--- config.mk ---
export PLATFORM = sky130hd
export DESIGN_NAME = mem_arbiter
export DESIGN_NICKNAME = d
export VERILOG_FILES = /design/src/rtl/mem_arbiter.sv
export SDC_FILE = /design/constraint.sdc
export NUM_CORES = 1
export LEC_CHECK = 0
export BUFFER_PORTS_ARGS = -buffer_cell sky130_fd_sc_hd__buf_4
export CAP_MARGIN = 10
export CORE_AREA = 2 2 117 119
export CTS_CLUSTER_SIZE = 25
export DETAILED_ROUTE_END_ITERATION = 8
export DIE_AREA = 0 0 119 121
export GPL_TIMING_DRIVEN = 0
export PLACE_DENSITY = 0.8
export SETUP_SLACK_MARGIN = 0.3
export SYNTH_ARGS = -nofsm -noshare
export SYNTH_HDL_FRONTEND = slang
export SYNTH_SLANG_ARGS = --single-unit
--- constraint.sdc ---
create_clock -name clk -period 3.68 [get_ports clk]
set_input_delay 0.736 -clock clk [delete_from_list [all_inputs] [get_ports clk]]
set_output_delay 0.736 -clock clk [all_outputs]
set_load 0.03 [all_outputs]
--- src/rtl/mem_arbiter.sv ---
// Round-robin arbiter and access sequencer between the CPU and DMA ports of the
// single unified MIPS memory. Each transaction is IDLE -> MEM_LAT x ACCESS -> RESP.
module mem_arbiter #(
  parameter int ADDR_W  = 32,
  parameter int DATA_W  = 32,
  parameter int MEM_LAT = 1
) (
  input  logic              clk,
  input  logic              rst,
  input  logic              cpu_req,
  input  logic              cpu_we,
  input  logic [ADDR_W-1:0] cpu_addr,
  input  logic [DATA_W-1:0] cpu_wdata,
  output logic [DATA_W-1:0] cpu_rdata,
  output logic              cpu_ack,
  output logic              cpu_stall,
  input  logic              dma_req,
  input  logic              dma_we,
  input  logic [ADDR_W-1:0] dma_addr,
  input  logic [DATA_W-1:0] dma_wdata,
  output logic [DATA_W-1:0] dma_rdata,
  output logic              dma_ack,
  output logic              mem_en,
  output logic              mem_we,
  output logic [ADDR_W-1:0] mem_addr,
  output logic [DATA_W-1:0] mem_wdata,
  input  logic [DATA_W-1:0] mem_rdata,
  output logic [1:0]        grant,
  output logic              busy
);

  typedef enum logic [1:0] {IDLE, ACCESS, RESP} state_t;

  localparam logic [3:0] LAT_M1 = 4'(MEM_LAT - 1);

  state_t            state_q, state_d;
  logic [3:0]        cnt_q, cnt_d;
  logic              last_dma_q, last_dma_d;
  logic              owner_dma_q, owner_dma_d;
  logic              we_q, we_d;
  logic [ADDR_W-1:0] addr_q, addr_d;
  logic [DATA_W-1:0] wdata_q, wdata_d;
  logic [DATA_W-1:0] cpu_rdata_q, cpu_rdata_d;
  logic [DATA_W-1:0] dma_rdata_q, dma_rdata_d;
  logic              pick_dma;
  logic              in_access;
  logic              in_resp;

  // DMA wins when alone, or when both request and the CPU went last.
  assign pick_dma = dma_req & (~cpu_req | ~last_dma_q);

  always_comb begin
    state_d     = state_q;
    cnt_d       = cnt_q;
    last_dma_d  = last_dma_q;
    owner_dma_d = owner_dma_q;
    we_d        = we_q;
    addr_d      = addr_q;
    wdata_d     = wdata_q;
    cpu_rdata_d = cpu_rdata_q;
    dma_rdata_d = dma_rdata_q;
    case (state_q)
      IDLE: begin
        if (cpu_req | dma_req) begin
          owner_dma_d = pick_dma;
          last_dma_d  = pick_dma;
          we_d        = pick_dma ? dma_we    : cpu_we;
          addr_d      = pick_dma ? dma_addr  : cpu_addr;
          wdata_d     = pick_dma ? dma_wdata : cpu_wdata;
          cnt_d       = LAT_M1;
          state_d     = ACCESS;
        end
      end
      ACCESS: begin
        if (cnt_q == 4'd0) begin
          state_d = RESP;
          if (!we_q) begin
            if (owner_dma_q) dma_rdata_d = mem_rdata;
            else             cpu_rdata_d = mem_rdata;
          end
        end else begin
          cnt_d = cnt_q - 4'd1;
        end
      end
      RESP:    state_d = IDLE;
      default: state_d = IDLE;
    endcase
  end

  always_ff @(posedge clk) begin
    if (rst) begin
      state_q     <= IDLE;
      cnt_q       <= 4'd0;
      last_dma_q  <= 1'b1;
      owner_dma_q <= 1'b0;
      we_q        <= 1'b0;
      addr_q      <= '0;
      wdata_q     <= '0;
      cpu_rdata_q <= '0;
      dma_rdata_q <= '0;
    end else begin
      state_q     <= state_d;
      cnt_q       <= cnt_d;
      last_dma_q  <= last_dma_d;
      owner_dma_q <= owner_dma_d;
      we_q        <= we_d;
      addr_q      <= addr_d;
      wdata_q     <= wdata_d;
      cpu_rdata_q <= cpu_rdata_d;
      dma_rdata_q <= dma_rdata_d;
    end
  end

  assign in_access = (state_q == ACCESS);
  assign in_resp   = (state_q == RESP);

  assign mem_en    = in_access;
  assign mem_we    = in_access & we_q;
  assign mem_addr  = addr_q;
  assign mem_wdata = wdata_q;
  assign grant     = (in_access | in_resp) ? (owner_dma_q ? 2'b10 : 2'b01) : 2'b00;
  assign cpu_ack   = in_resp & ~owner_dma_q;
  assign dma_ack   = in_resp & owner_dma_q;
  // Combinational so the main controller advances on the edge ending the ack cycle.
  assign cpu_stall = cpu_req & ~cpu_ack;
  assign busy      = (state_q != IDLE);
  assign cpu_rdata = cpu_rdata_q;
  assign dma_rdata = dma_rdata_q;

endmodule

==> run_summary.xml <==
<?xml version="1.0" encoding="UTF-8"?>
<metrics>
  <group name="power">
    <metric name="power_density" unit="mW/mm^2">506</metric>
    <metric name="power.ir.vdd_worst" unit="uV">369</metric>
    <metric name="power.leakage" unit="nW">4.17</metric>
  </group>
  <group name="logic_synthesis">
    <metric name="synthesis.nets" unit="">768</metric>
    <metric name="synth_top_family_by_area" unit="">multiplexers</metric>
    <metric name="synth_compound_area_share" unit="%">10.2</metric>
    <metric name="ys_seq_area_share" unit="%">45.8</metric>
    <metric name="synth-xor-area-share" unit="%">0</metric>
    <metric name="synth_cell_types" unit="">34</metric>
    <metric name="postSynth.asyncResetShare" unit="%">0</metric>
    <metric name="synth.top_cell.area_share" unit="%">45.8</metric>
    <metric name="postSynthAreaPerCell" unit="um^2">10.0</metric>
    <metric name="yosysWarningCount" unit="">0</metric>
    <metric name="top_area_cells_in_the_synthesized_netlist" unit="">dfxtp_1 46%, mux2i_1 22%, nand2b_1 10%, a211oi_1 8.2%, nor2_1 4.3%</metric>
    <metric name="synth_flop_cell" unit="">dfxtp_1</metric>
    <metric name="synthSimpleGateAreaFrac" unit="%">17.2</metric>
    <metric name="synth.top_cells.by_count" unit="">137 x dfxtp_1, 129 x mux2i_1, 96 x nand2b_1</metric>
    <metric name="synth_enable_flop_cells" unit="">0</metric>
    <metric name="yosys.area.top_type" unit="">dfxtp_1</metric>
    <metric name="synth.mux.area_fraction" unit="%">21.6</metric>
    <metric name="post_synth_inst_count" unit="">597</metric>
    <metric name="synthMostInstantiatedCell" unit="">dfxtp_1</metric>
    <metric name="synth-seq-cells" unit="">137</metric>
    <metric name="synth_fa_ha_area_share" unit="%">1.04</metric>
    <metric name="syn-cell-area" unit="mm^2">0.00599</metric>
  </group>
  <group name="timing">
    <metric name="report.final.hold_viol_count" unit="">0</metric>
    <metric name="skew" unit="ps">7.73</metric>
    <metric name="tightest_slew_margin_relative_to_the_limit" unit="%">52.8</metric>
    <metric name="measured_slew_at_the_worst_slew_check_pin" unit="ps">707</metric>
    <metric name="period_needed" unit="ps">2570</metric>
    <metric name="final.period_utilization" unit="%">69.8</metric>
    <metric name="setup_failing_eps_final" unit="">0</metric>
    <metric name="grt_setup_unrepaired" unit="">no</metric>
    <metric name="sum_of_negative_setup_slack" unit="ps">0</metric>
    <metric name="slew_viol_final" unit="">0</metric>
    <metric name="fmaxAchievable" unit="MHz">389</metric>
  </group>
  <group name="worst_setup_path">
    <metric name="cp-start-kind" unit="">flip-flop</metric>
    <metric name="critical_path_required" unit="ps">2940</metric>
    <metric name="critPathKind" unit="">flip-flop to output pin</metric>
    <metric name="cp-end-kind" unit="">output pin</metric>
    <metric name="worstRegToRegCells" unit="">8</metric>
    <metric name="critical_path_peak_fanout" unit="">10</metric>
    <metric name="worst_ep_arrival_time" unit="ps">1830</metric>
  </group>
  <group name="place">
    <metric name="gp_routability_congestion" unit="">0.892</metric>
    <metric name="dp.final_hpwl" unit="um">14500</metric>
    <metric name="postPlaceCellArea" unit="mm^2">0.00846</metric>
    <metric name="count_of_buffers_from_port_buffering" unit="">300</metric>
  </group>
  <group name="route">
    <metric name="num_vias" unit="">5528</metric>
    <metric name="routed_via_density" unit="">5.00</metric>
    <metric name="antenna_left" unit="">0</metric>
    <metric name="first_pass_iters" unit="">5</metric>
    <metric name="drtIter0Drc" unit="">239</metric>
    <metric name="detail_route.drc_violations" unit="">0</metric>
    <metric name="wl_per_cell" unit="um">16.7</metric>
    <metric name="drt-total-wl" unit="um">18400</metric>
  </group>
  <group name="cells_and_area">
    <metric name="final_layout_size_suffix_gt1_share" unit="%">37.7</metric>
    <metric name="synthToLayoutAreaGrowth" unit="%">50.3</metric>
    <metric name="n_antenna_cell" unit="">0</metric>
    <metric name="fin_nets" unit="">1087</metric>
    <metric name="layout.filler_cells" unit="">1084</metric>
    <metric name="final_core_util" unit="%">68.8</metric>
    <metric name="final_cell_area" unit="mm^2">0.00900</metric>
  </group>
  <group name="clock_tree">
    <metric name="postCtsHoldBufs" unit="">0</metric>
    <metric name="numCtsBuffers" unit="">17</metric>
    <metric name="cts_tree" unit="">yes</metric>
    <metric name="cts_max_path_buffers" unit="">2</metric>
    <metric name="cts_repair_resize_count" unit="">0</metric>
    <metric name="cts.clk_slew.worst_paths" unit="ps">60</metric>
    <metric name="count_of_h_tree_levels_built_during_cts" unit="">4</metric>
    <metric name="clock_network_latency_to_the_later_pin_of_the_worst_skew_pair" unit="ps">410</metric>
    <metric name="tritoncts_num_sinks" unit="">137</metric>
    <metric name="cts_setup_buffers" unit="">0</metric>
    <metric name="cts_root_buffer" unit="">clkbuf_16</metric>
  </group>
  <group name="die">
    <metric name="die_w" unit="um">119</metric>
    <metric name="coreArea" unit="mm^2">0.0131</metric>
    <metric name="floorplan.initialDensity" unit="%">45.8</metric>
    <metric name="io-pin-count" unit="">302</metric>
    <metric name="floorplan.die.height" unit="um">121</metric>
    <metric name="die_area" unit="mm^2">0.0144</metric>
    <metric name="placementRows" unit="">42</metric>
  </group>
  <group name="global_routing">
    <metric name="pin_count_of_the_biggest_net_entering_global_routing" unit="">17</metric>
    <metric name="gr-total-overflow" unit="">0</metric>
    <metric name="grt_usage" unit="%">25.1</metric>
    <metric name="grt_antenna_before_repair" unit="">0</metric>
    <metric name="first_global_vias" unit="">5390</metric>
    <metric name="grt_first_pass_wirelength" unit="um">28200</metric>
  </group>
  <group name="flow_run">
    <metric name="cap_viol_max_count" unit="">0</metric>
  </group>
  <group name="min_path">
    <metric name="worstHoldPathType" unit="">flip-flop to flip-flop</metric>
    <metric name="timing.hold.worst_path_depth" unit="">2</metric>
  </group>
  <group name="run_status">
    <metric name="run_status" unit="">finished clean</metric>
  </group>
</metrics>
layout by cell type, fill, tap and decap left out, drive strengths merged, types with 2 or more instances in the layout:
| cell type | Yosys | final |
|---|---|---|
| nand2b | 96 | 96 |
| dfxtp | 137 | 137 |
| clkinv | 0 | 3 |
| nor2 | 69 | 69 |
| a31oi | 5 | 5 |
| nor2b | 3 | 3 |
| inv | 5 | 8 |
| or3b | 2 | 2 |
| and2 | 3 | 3 |
| clkbuf | 33 | 52 |
| o21ai | 5 | 5 |
| nand3 | 2 | 2 |
| nand4 | 2 | 2 |
| nor3 | 2 | 2 |
| a211oi | 65 | 65 |
| a21oi | 3 | 3 |
| mux2i | 129 | 129 |
| clkinvlp | 0 | 7 |
| ha | 5 | 5 |
| nor3b | 2 | 2 |
| nand4b | 2 | 2 |
| nand3b | 2 | 2 |
| buf | 16 | 316 |
registers in the layout (all words and copies together), names as in the netlist:
signal	flops
dma_rdata	32
we_q	1
mem_addr	32
cpu_rdata	32
state_q	2
mem_wdata	32
cnt_q	4
owner_dma_q	1
last_dma_q	1
area by class of cell:
cell class                      count  area, um^2  share of cell area (%)
Timing Repair Buffer              300        2250                    25.0
Clock inverter                     13        97.6                    1.08
Multi-Input combinational cell    406        2990                    33.3
Tap cell                          176         220                    2.45
Inverter                            5        18.8                   0.209
Clock buffer                       19         443                    4.92
Sequential cell                   137        2740                    30.5
Buffer                             49         231                    2.57
path summary, 6_finish.rpt:
kind,start,endpoint,slack [ps]
min reg2reg,cpu_rdata[29],cpu_rdata[29],470
min,cpu_rdata[29],cpu_rdata[29],470
max,state_q[1],mem_we,1110
max reg2reg,state_q[0],mem_addr[25],1420
power breakdown:
| group | internal, W | switching, W | leakage [nW] |
|---|---|---|---|
| sequential | 0.00164 | 0.0000933 | 1.12 |
| clock | 0.000882 | 0.000661 | 0.244 |
| combinational | 0.000528 | 0.000750 | 2.80 |
| total | 0.00305 | 0.00150 | 4.17 |
per-stage QoR:
step                hold slack [ps]  power (W)  setup slack (ps)  std cells
global placement                460    0.00303              1100       1073
global route                    487    0.00475              1010       1105
detailed placement              463    0.00304              1100       1073
finish                          472    0.00455              1110       1105
CTS                             475    0.00458              1110       1105
floorplan                       493    0.00250              1530        597
logic make-up (layout without fill, tap and decap cells):
logic type | Yosys count | after routing
flops | 137 | 137
compound gates | 84 | 84
simple gates | 188 | 188
mux | 129 | 129
fa+ha+maj | 5 | 5
buf+inv | 54 | 386
critical path, stage by stage (launching register included):
cell and delay (ps):
dfxtp_1 330, inv_1 90, ha_1 310, clkbuf_1 360, and2_1 180, buf_4 150
layer usage:
layer | vias up | global-route usage (%) | wire length (um)
met5 | - | 0 | 0
met4 | 0 | 9.23 | 420
met3 | 28 | 6.72 | 1390
met2 | 218 | 44.7 | 9320
met1 | 2555 | 28.9 | 7270
li1 | 2727 | - | -
No activity file was read; power rests on OpenSTA's default activity.
